File: src/rtl/flow_bus_serializer.sv
// Wide-to-narrow stream serializer: one DATA_NUM-word input beat becomes DATA_NUM
// consecutive narrow output beats, with zero-bubble reload on the last word.
module flow_bus_serializer #(
    parameter int DATA_WIDTH = 8,
    parameter int DATA_NUM   = 2,
    parameter bit LSB_FIRST  = 1'b1,
    parameter bit USE_ENABLE = 1'b0
) (
    input  logic                           clk,
    input  logic                           rst,
    input  logic                           enable,
    output logic                           up_ready,
    input  logic                           up_valid,
    input  logic [DATA_WIDTH*DATA_NUM-1:0] up_data,
    input  logic                           down_ready,
    output logic                           down_valid,
    output logic [DATA_WIDTH-1:0]          down_data,
    output logic                           down_last
);

    localparam int IDX_W = (DATA_NUM > 1) ? $clog2(DATA_NUM) : 1;
    localparam logic [IDX_W-1:0] IDX_LAST = IDX_W'(DATA_NUM - 1);

    typedef enum logic {
        IDLE = 1'b0,
        SEND = 1'b1
    } state_t;

    state_t                          busy;
    state_t                          busy_nxt;
    logic [IDX_W-1:0]                idx;
    logic [IDX_W-1:0]                idx_nxt;
    logic [IDX_W-1:0]                wsel;
    logic [DATA_WIDTH*DATA_NUM-1:0]  hold;
    logic                            en;
    logic                            load;
    logic                            up_xfer;
    logic                            down_xfer;

    assign en         = USE_ENABLE ? enable : 1'b1;
    assign down_last  = (busy == SEND) && (idx == IDX_LAST);
    assign down_valid = en && (busy == SEND);
    // Ready on the last word lets the next wide word load on the same edge.
    assign up_ready   = en && ((busy == IDLE) || (down_last && down_ready));
    assign up_xfer    = up_valid && up_ready;
    assign down_xfer  = down_valid && down_ready;
    assign wsel       = LSB_FIRST ? idx : (IDX_LAST - idx);

    always_comb begin
        down_data = '0;
        for (int i = 0; i < DATA_NUM; i++) begin
            if (int'(wsel) == i) begin
                down_data = hold[i*DATA_WIDTH +: DATA_WIDTH];
            end
        end
    end

    always_comb begin
        busy_nxt = busy;
        idx_nxt  = idx;
        load     = 1'b0;
        if (up_xfer) begin
            load     = 1'b1;
            busy_nxt = SEND;
            idx_nxt  = '0;
        end else if (down_xfer) begin
            if (down_last) begin
                busy_nxt = IDLE;
                idx_nxt  = '0;
            end else begin
                idx_nxt = idx + IDX_W'(1);
            end
        end
    end

    always_ff @(posedge clk) begin
        if (rst) begin
            busy <= IDLE;
            idx  <= '0;
        end else begin
            busy <= busy_nxt;
            idx  <= idx_nxt;
        end
    end

    // Data path carries no reset; contents are only visible while down_valid is high.
    always_ff @(posedge clk) begin
        if (load) begin
            hold <= up_data;
        end
    end

endmodule

File: config.mk
export PLATFORM = sky130hd
export DESIGN_NAME = flow_bus_serializer
export DESIGN_NICKNAME = d
export VERILOG_FILES = /design/src/rtl/flow_bus_serializer.sv
export SDC_FILE = /design/constraint.sdc
export NUM_CORES = 1
export LEC_CHECK = 0
export ABC_AREA = 0
export BUFFER_PORTS_ARGS = -buffer_cell sky130_fd_sc_hd__buf_2
export CAP_MARGIN = 20
export CORE_MARGIN = 3
export CORE_UTILIZATION = 47
export DETAILED_ROUTE_END_ITERATION = 8
export GPL_TIMING_DRIVEN = 0
export PLACE_DENSITY = 0.78
export SETUP_SLACK_MARGIN = 0.4
export SYNTH_ARGS = -nofsm -noshare
export SYNTH_HDL_FRONTEND = slang
export SYNTH_SLANG_ARGS = --single-unit
File: constraint.sdc
create_clock -name clk -period 2.05 [get_ports clk]
set_input_delay 0.1025 -clock clk [delete_from_list [all_inputs] [get_ports clk]]
set_output_delay 0.1025 -clock clk [all_outputs]
set_load 0.005 [all_outputs]
Yosys cells after proc, flatten, opt, wreduce, memory -nomap -nowiden
Cells that the tools add are included.
{ "classes": {"muxes": 6, "n_bitwise": 1, "n_addsub": 1, "reduce_logical": 9} }
{ "op_table": {"columns": ["operator", "count"], "rows": [
  ["8-bit 2-to-1 mux", 1],
  ["1-bit 2-to-1 mux", 5],
  ["1-bit logical AND", 4],
  ["2-bit nonzero test", 2],
  ["2-bit AND reduction", 1],
  ["2-bit OR reduction", 1],
  ["1-bit adder (second input constant)", 1],
  ["1-bit logical OR", 1],
  ["1-bit NOT", 1]
]} }
{ "word_totals": {"word_cells": 20, "regBits": 18, "input_bits": 21} }

Depth between registers and ports, before layout
Gate-level depths: netlist of the first run.
{ "depth": {"depth_word": 6, "mapped_depth": 3, "ltp_nobuf": 2} }

Worst setup path after synthesis of the first run
Ideal clock, no wire load.
{ "synth_path": {"kind": "register to register", "start": "register idx", "end": "register hold[0] (enable)", "stages_incl_launch_ff": 4, "n_path_buf": 1, "arrival_time_ns": 0.833, "path_slack_ns": 0.904, "setup_time_ns": 0.313, "path_cell_list": "dfxtp_1 buf_6 a21bo_4 and2_4"} }
{ "synth_between": {"elab_chain_cells": 5} }
{ "synth_rtl": {"columns": ["element", "line_no", "rtl"], "rows": [
  ["start: declaration", "31", "logic [IDX_W-1:0] idx;"],
  ["start signal: assignment", "82", "idx <= idx_nxt;"],
  ["1-bit logical AND", "41", "assign down_last = (busy == SEND) && (idx == IDX_LAST);"],
  ["1-bit logical AND", "44", "assign up_ready = en && ((busy == IDLE) || (down_last && down_ready));"],
  ["1-bit logical OR", "44", null],
  ["named net up_ready", "12", "output logic up_ready,"],
  ["1-bit logical AND", "45", "assign up_xfer = up_valid && up_ready;"],
  ["1-bit 2-to-1 mux", "62", "if (up_xfer) begin"],
  ["end signal: assignment", "89", "hold <= up_data;"],
  ["end: declaration", "34", "logic [DATA_WIDTH*DATA_NUM-1:0] hold;"]
]} }
The timed path passes the listed nets, and every way through them passes these cells.
A chain may end at the register's enable or synchronous reset.

Worst setup path after layout of the first run
{ "layout_path": {"start": "register idx", "end": "output down_data[7]"} }
{ "layout_between": {"elab_chain_cells": 1} }
{ "layout_rtl": {"columns": ["element", "line_no", "rtl"], "rows": [
  ["8-bit 2-to-1 mux", "52", "if (int'(wsel) == i) begin"],
  ["end: declaration", "17", "output logic [DATA_WIDTH-1:0] down_data,"]
]} }
Every way passes these cells.

==> impl_metrics.toml, run 1 <==
[outcome]
status = "complete, no violations"

[timing]
worstMarginPinSlew_ps = 213
period_share = 0.685
finalWorstSetupSlack_ps = 645
fin_worst_skew_ps = 7.18
slew_viol_final = 0
finalSetupTns_ps = 0
slew_headroom = 0.858
setup-violations-final = 0
rsz0062_at_grt = "no"
hold_ws_ps = 70.0
clock.fmax_ghz = 0.712
period_minus_slack_ps = 1400
hold_viol_final = 0

[power]
p_clk_frac = 0.247
p_per_area_nw_per_um2 = 666
p_sw_w = 0.000150
pwr-share-seq = 0.605
leakage_nw = 0.444
p_int_w = 0.000562
combPwrFrac = 0.148
ir_worst_vdd_uv = 572
switching_share = 0.211

[clock_network]
post_cts_buffers = 0
root_buffer = "clkbuf_4"
cts.sinks = 18
clkTransAtPathRegs_ps = 100
numCtsBuffers = 3
post_cts_resized = 0
ctsHoldBuffers = 17
cts_buffer_depth = 2
cts_max_level = 1
cts_tree = "yes"
clkLatencyLatePin_ps = 290

[worst_hold_path]
hold_depth = 3
hold_path.startpoint = "up_valid"
hold_class = "in2reg"
min_to = "down_valid"

[floorplanning]
io_pins = 32
row_count = 13
die_y_um = 44.7
fp.dieArea_sq_um = 2000
coreArea_sq_um = 1350
die_x_um = 44.7
start_util = 0.521

[routing]
routed_wl_um = 1420
num_vias = 489
drt_iter0_drc = 9
ant_nets = 0
post_drt_wl_per_cell_um = 13.8
drc = 0
dr.pass1.iters = 4
viasPerCell = 4.75

[logic_synthesis]
yosys_warnings = 0
synthCells = 37
yosys.area.top_type = "edfxtp_1"
synth_seq_cells = 18
yosys.cell_types.count = 14
synth.top_cell.area_share = 0.683
netlist_area_sq_um = 703
syn_area_per_cell_sq_um = 19.0
ys_top_cells_by_area = "edfxtp_1, mux2_2, dfxtp_1"
synth-seq-area-share = 0.740
syn_nets = 58

[worst_setup_path]
r2r_cells = 3
critical_path_class = "reg2out"
worstPathMaxFanout = 10
r2r-end = "hold[11]"
startpoint_type = "flip-flop"
crit_required_ps = 1950
r2r-start = "idx"
r2r_slack_ps = 790
worstSetupEndpointType = "primary output"
crit_arrival_ps = 1300

[place]
port_buffers = 30
place_congestion = 0.711
dpl_cell_area_sq_um = 872
dpl_worst_slack_ps = 804
hpwl_um = 841
dp.cells = 82

[final_layout]
syn_to_final_growth_pct = 52.0
n_antenna_cell = 0
fin_area_sq_um = 1070
fillers = 86
final_nets = 110
drive_above_1_share = 0.523
finalNonFillerCells = 103

[global_routing]
overflow = 0
grt_pass1_wl_um = 2110
grt_usage = 0.156
grt_max_degree = 17
grt_antenna_before_repair = 0
grt_pass1_vias = 474

[run]
max_cap_viol_count = 0
metal layers:
layer	up-vias	GRT usage	part of all wire
met3	4	0.0447	0.058
met5	-	0	0
li1	241	-	-
met1	224	0.157	0.36
met2	20	0.289	0.56
met4	0	0.0723	0.014
layout by cell type (no fill, tap or decap):
master         count
buf_2             30
dlygate4sd3_1     17
edfxtp_1          16
mux2_2             8
clkbuf_4           3
dfxtp_1            2
buf_6              1
a21bo_4            1
and2_4             1
and2_1             1
inv_1              1
a21oi_2            1
nand2b_1           1
nand2_1            1
nor2b_1            1
and4bb_2           1
a31o_1             1
clkinv_1           1
through the flow:
stage | util | power [W]
6_report | 0.791 | 0.000712
5_1_grt | 0.791 | 0.000745
4_1_cts | 0.791 | 0.000709
3_5_place_dp | 0.646 | 0.000518
3_3_place_gp | 0.646 | 0.000515
2_1_floorplan | - | 0.000477
layout make-up:
cell class | instances | area, sq um | share of cell area
well taps | 15 | 18.8 | 0.0176
flip-flops and latches | 18 | 520 | 0.487
plain buffers | 1 | 11.3 | 0.0105
clock buffers | 3 | 22.5 | 0.0211
repair buffers | 47 | 320 | 0.300
inverters | 1 | 3.75 | 0.00351
multi-input cells | 17 | 168 | 0.157
clock inverters | 1 | 3.75 | 0.00351
worst max-delay path, stage by stage, from the launching register on:
cell and delay (ps):
dfxtp_1 370, buf_6 160, mux2_2 340, buf_2 130
worst max path at each step:
stage	from	slack (ps)	cells past startpoint	to
floorplan	idx	900	3	hold[0]
global placement	idx	840	3	hold[1]
detailed placement	idx	800	3	hold[1]
CTS	idx	650	3	down_data[2]
global route	idx	590	3	down_data[2]
finish	idx	650	3	down_data[7]
synth_stat cells:
cell       n
nand2_1    1
inv_1      1
nor2b_1    1
a31o_1     1
a21oi_2    1
edfxtp_1  16
buf_6      1
nand2b_1   1
dfxtp_1    2
and4bb_2   1
and2_4     1
mux2_2     8
a21bo_4    1
and2_1     1
state kept, by name, summed over array words and instances, names as in the netlist:
name and flops:
idx 1, down_valid 1, hold 16
cells by family (layout without fill, tap and decap cells):
| family | count (synthesis) | in the layout | share of synthesized area |
|---|---|---|---|
| AO/OA/AOI/OAI | 3 | 3 | 0.0481 |
| buffers and inverters | 2 | 53 | 0.0213 |
| flip-flops | 18 | 18 | 0.740 |
| multiplexers | 8 | 8 | 0.128 |
| AND/OR/NAND/NOR | 6 | 6 | 0.0623 |
power by group through the flow:
stage	clock network, W	logic (W)	registers [W]
floorplan	0	0.0000401	0.000437
global placement	0	0.0000775	0.000438
detailed placement	0	0.0000790	0.000439
CTS	0.000174	0.000104	0.000431
global route	0.000199	0.000114	0.000433
finish	0.000176	0.000105	0.000431
Note: power is estimated with default switching activity, not from simulation.
==> run 2, diff against run 1 <==
--- a/config.mk
+++ b/config.mk
@@ -8,11 +8,12 @@
 export ABC_AREA = 0
 export BUFFER_PORTS_ARGS = -buffer_cell sky130_fd_sc_hd__buf_2
 export CAP_MARGIN = 20
+export CORE_ASPECT_RATIO = 1.2
 export CORE_MARGIN = 3
-export CORE_UTILIZATION = 47
+export CORE_UTILIZATION = 44
 export DETAILED_ROUTE_END_ITERATION = 8
 export GPL_TIMING_DRIVEN = 0
-export PLACE_DENSITY = 0.78
+export PLACE_DENSITY = 0.74
 export SETUP_SLACK_MARGIN = 0.4
 export SYNTH_ARGS = -nofsm -noshare
 export SYNTH_HDL_FRONTEND = slang
==> constraint.sdc (replaced) <==
create_clock -name clk -period 1.4 [get_ports clk]
set_input_delay 0.07 -clock clk [delete_from_list [all_inputs] [get_ports clk]]
set_output_delay 0.07 -clock clk [all_outputs]
set_load 0.005 [all_outputs]
==> run 2 against run 1 <==
Via count rose by 8.4%. Sequential cell count did not move. Die area rose by 6.0%. First-iteration DRC count fell by 22%. Design area rose by 11%. Critical path depth did not move. Core utilization rose by 1.7 points. Critical path type unchanged.
==> impl_metrics.toml, run 2 (synthesis gave the netlist of run 1 again) <==
[timing]
period_share = 0.927
slew_viol_final = 0
period_minus_slack_ps = 1300
finalWorstSetupSlack_ps = 102
fin_worst_skew_ps = 3.05
finalSetupTns_ps = 0
clock.fmax_ghz = 0.771
worstMarginPinSlew_ps = 160
hold_viol_final = 0
rsz0062_at_grt = "yes"
setup-violations-final = 0
slew_headroom = 0.893
hold_ws_ps = 59.2

[global_routing]
grt_pass1_wl_um = 2690
overflow = 0
grt_pass1_vias = 599
grt_max_degree = 10
grt.met2_usage = 0.327
grt_usage = 0.177
grt_busiest_layer = "met2"
grt.met3_usage = 0.0219
met1_usage = 0.194
grt_antenna_before_repair = 0

[final_layout]
layout_commonest_cell = "buf_2"
fin_util = 0.809
fillers = 77
largest_reg_flops = 16
largest-register = "hold"
final_nets = 114
n_antenna_cell = 0
drive_above_1_share = 0.560
final_cell_mix = "buf_2, dlygate4sd3_1, edfxtp_1"
syn_to_final_growth_pct = 68.3

[power]
p_sw_w = 0.000228
p_per_area_nw_per_um2 = 921
ir_worst_vdd_uv = 760
leakage_nw = 0.509
p_clk_frac = 0.225
p_int_w = 0.000862
pwr-share-seq = 0.582
power.total_w = 0.00109
switching_share = 0.209
combPwrFrac = 0.193

[worst_setup_path]
worstPathMaxFanout = 5
cp_slowest_cell = "dfxtp_2"
cpMostUsedCell = "buf_6"
critPathBufInv = 2
crit_arrival_ps = 1230
slowest_delay_ps = 370
startpoint_type = "flip-flop"
crit_required_ps = 1330
critical_path_class = "reg2out"
critPathTopFamily = "flip-flops"
worstPathCellList = "buf_6, mux2_4, buf_6"
r2r-end = "hold[12]"
r2r_slack_ps = 260
r2r-start = "idx"
r2r_cells = 3
worstSetupEndpointType = "primary output"

[routing]
num_vias = 530
viasPerCell = 4.91
drt_iter0_drc = 7
routed_wl_um = 1690
dr.pass1.iters = 4
post_drt_wl_per_cell_um = 15.7
ant_nets = 0
drc = 0

[place]
hpwl_um = 805
port_buffers = 30
dpl_worst_slack_ps = 197
place_congestion = 0.739

[worst_hold_path]
hold_class = "in2reg"
hold_path.startpoint = "up_valid"
hold_depth = 3
min_to = "down_valid"

[floorplanning]
fp.dieArea_sq_um = 2120
die_x_um = 42.5
die_y_um = 49.8
coreArea_sq_um = 1460
io_pins = 32
start_util = 0.480
row_count = 15

[clock_network]
cts_buffer_depth = 2
root_buffer = "clkbuf_4"
clkLatencyLatePin_ps = 290
clkTransAtPathRegs_ps = 90
cts_max_level = 1
numCtsBuffers = 3
cts_tree = "yes"
cts.sinks = 18

[run]
max_cap_viol_count = 0

[outcome]
status = "complete, no violations"
run 2: how the worst max path moves through the flow:
stage,start,to,slack (ps),cells past startpoint
2_1_floorplan,idx,hold[0],270,3
3_3_place_gp,idx,hold[11],210,3
3_5_place_dp,idx,hold[11],200,3
4_1_cts,idx,down_data[1],110,3
5_1_grt,idx,down_data[2],50,3
6_report,idx,down_data[2],100,3
run 2: power by group through the flow:
stage	registers, W	logic, W	clock network, W
after floorplan	0.000640	0.0000589	0
after global placement	0.000641	0.000113	0
after detailed placement	0.000643	0.000115	0
after CTS	0.000633	0.000202	0.000245
after global routing	0.000639	0.000223	0.000284
final	0.000634	0.000210	0.000246
run 2: metal layers:
metal | routed length [um] | up-vias
met5 | 0 | -
met3 | 86 | 4
met1 | 648 | 248
met4 | 38 | 0
li1 | - | 249
met2 | 917 | 29
run 2: layout make-up:
cell class                 count  area, sq um  area share
timing repair buffer          50          397       0.335
inverter                       1         3.75     0.00317
clock buffer                   3         22.5      0.0190
tap                           17         21.3      0.0180
sequential                    18          522       0.441
multi-input combinational     18          206       0.174
buffer                         1         11.3     0.00951
run 2: repair_timing:
action                                  4_1_cts  5_1_grt
setup buffers                                 1        1
resized for setup                            19        0
gates cloned                                  2        0
pin swaps                                     1        0
endpoints found under the hold margin        17        0
endpoints found under the setup margin       26       26
hold buffers                                 17        0
run 2: per-stage QoR:
stage	cell area, sq um	instances
2_1_floorplan	704	37
3_3_place_gp	876	84
3_5_place_dp	876	84
4_1_cts	1180	107
5_1_grt	1180	108
6_report	1180	108
run 2: worst min-delay path, cell delays in order:
cell     delay (ps)
buf_2           130
inv_1            70
a21oi_2          40
==> run 3, diff against run 2 <==
==> config.mk (replaced) <==
export PLATFORM = sky130hd
export DESIGN_NAME = flow_bus_serializer
export DESIGN_NICKNAME = d
export VERILOG_FILES = /design/src/rtl/flow_bus_serializer.sv
export SDC_FILE = /design/constraint.sdc
export NUM_CORES = 1
export LEC_CHECK = 0
export ABC_AREA = 1
export BUFFER_PORTS_ARGS = -buffer_cell sky130_fd_sc_hd__buf_2
export CAP_MARGIN = 20
export CORE_ASPECT_RATIO = 1.2
export CORE_MARGIN = 3
export CORE_UTILIZATION = 43
export DETAILED_ROUTE_END_ITERATION = 8
export GPL_TIMING_DRIVEN = 0
export PLACE_DENSITY = 0.73
export SKIP_CTS_REPAIR_TIMING = 1
export SYNTH_ARGS = -nofsm -noshare
export SYNTH_HDL_FRONTEND = slang
export SYNTH_SLANG_ARGS = --single-unit
==> run 3 against run 2 <==
Routed wire length fell by 18%. Synthesized area is 2.8% lower. Die area is 0.51% lower. Critical path depth stayed put. Combinational power fell by 28%. Register-to-register slack about the same. Critical path type is now reg2reg. Highest routed layer is now met3.
==> impl_metrics.toml, run 3 <==
[outcome]
status = "complete, no violations"

[floorplanning]
row_count = 15
start_util = 0.467
io_pins = 32
die_y_um = 49.7
die_x_um = 42.4
fp.dieArea_sq_um = 2110
coreArea_sq_um = 1460

[timing]
rsz0062_at_grt = "no"
period_minus_slack_ps = 1150
setup-violations-final = 0
finalWorstSetupSlack_ps = 255
worstMarginPinSlew_ps = 254
fin_worst_skew_ps = 2.54
slew_headroom = 0.831
period_share = 0.818
finalSetupTns_ps = 0
hold_viol_final = 0
slew_viol_final = 0
clock.fmax_ghz = 0.873

[global_routing]
grt_usage = 0.108
grt_pass1_vias = 425
grt_pass1_wl_um = 1670
grt_antenna_before_repair = 0
grt_max_degree = 18
overflow = 0

[logic_synthesis]
synthCells = 57
synth-seq-area-share = 0.762
synth.top_cell.area_share = 0.703
yosys.cell_types.count = 10
yosysMostFrequentCell = "nand2_1"
synth_common_cells = "nand2_1, edfxtp_1, inv_1"
yosys_warnings = 0
syn_nets = 78
ys_top_cells_by_area = "edfxtp_1, nand2_1, dfxtp_1"
synth_seq_cells = 18
synthArstFlopShare = 0
netlist_area_sq_um = 683
yosys.area.top_type = "edfxtp_1"
syn_area_per_cell_sq_um = 12.0
yosys_most_used_dff = "edfxtp_1"
synth-edff-count = 16

[place]
place_congestion = 0.714
hpwl_um = 787
port_buffers = 30
dpl_worst_slack_ps = -135

[final_layout]
largest-register = "hold"
n_antenna_cell = 0
syn_to_final_growth_pct = 57.9
largest_reg_flops = 16
layout_commonest_cell = "buf_2"
final_nets = 131
final_cell_mix = "buf_2, nand2_1, dlygate4sd3_1"
drive_above_1_share = 0.339

[clock_network]
cts_max_level = 1
numCtsBuffers = 3
cts_buffer_depth = 2
root_buffer = "clkbuf_4"
clkTransAtPathRegs_ps = 90
cts.sinks = 18
clkLatencyLatePin_ps = 270
cts_tree = "yes"

[routing]
viasPerCell = 4.40
num_vias = 554
ant_nets = 0
drt_iter0_drc = 7
routed_wl_um = 1390
drc = 0
dr.pass1.iters = 3
post_drt_wl_per_cell_um = 11.1

[worst_setup_path]
critical_path_class = "reg2reg"
worstPathCellList = "nand2_1, a21oi_4, buf_12"
crit_arrival_ps = 1140
slowest_delay_ps = 390
r2r_slack_ps = 250
cp_slowest_cell = "dfxtp_1"
crit_required_ps = 1390
worstPathMaxFanout = 17
worstSetupEndpointType = "flip-flop"
startpoint_type = "flip-flop"

[run]
max_cap_viol_count = 0

[worst_hold_path]
hold_class = "in2reg"

[power]
ir_worst_vdd_uv = 768
power.total_w = 0.00102
p_per_area_nw_per_um2 = 944
leakage_nw = 0.500
## run 3: changes by cell type after synthesis, sizes merged, moves of 2 or more
cell   before  now
nand2       1   29
mux2        8    0
nand3       0    2
inv         1    4
and2        2    0
## run 3: worst max-delay path, delay by kind of cell, from the launching register on
kind / cells / cell delay (ps)
buffers and inverters: 1 / 160
AOI/OAI and AO/OA: 1 / 190
and+or+nand+nor: 1 / 120
DFF: 1 / 390
## run 3: routing by layer
| layer | vias up | share of wire | track usage |
|---|---|---|---|
| li1 | 293 | - | - |
| met1 | 245 | 0.34 | 0.114 |
| met2 | 16 | 0.61 | 0.193 |
| met3 | 0 | 0.051 | 0.0219 |
| met4 | 0 | 0 | 0.0622 |
| met5 | - | 0 | 0 |
## run 3: kinds of logic (layout without fill, tap and decap cells)
| logic type | after synthesis | count (layout) | synth area share |
|---|---|---|---|
| AOI/OAI and AO/OA | 2 | 2 | 0.0201 |
| DFF | 18 | 18 | 0.762 |
| and+or+nand+nor | 32 | 32 | 0.179 |
| buffers and inverters | 5 | 57 | 0.0385 |
## run 3: final timing paths
| path | start | endpoint | cells past startpoint |
|---|---|---|---|
| setup / recovery | idx | hold[14] | 3 |
| hold / removal | up_valid | down_valid | 3 |
| setup reg to reg | idx | hold[14] | 3 |
| hold reg to reg | down_valid | down_valid | 2 |
## run 3: area by class of cell
cell class / instances / area, sq um
clock buffers: 3 / 22.5
multi-input cells: 34 / 144
flip-flops and latches: 18 / 520
clock inverters: 1 / 3.75
plain buffers: 1 / 11.3
repair buffers: 48 / 340
inverters: 4 / 15.0
well taps: 17 / 21.3
fillers: 103 / 385
## run 3: stage by stage
step	hold slack [ps]	utilization	area, sq um	std cells
2_1_floorplan	139	-	683	57
3_3_place_gp	242	0.584	855	104
3_5_place_dp	248	0.584	855	104
4_1_cts	-54.0	0.602	881	108
5_1_grt	117	0.737	1080	126
6_report	118	0.737	1080	126
## run 3: power by group
part | total, W | internal [W] | switching [W] | leakage [nW]
clock | 0.000235 | 0.000103 | 0.000132 | 0.0154
combinational | 0.000151 | 0.0000880 | 0.0000626 | 0.316
sequential | 0.000632 | 0.000620 | 0.0000119 | 0.169
total | 0.00102 | 0.000811 | 0.000207 | 0.500
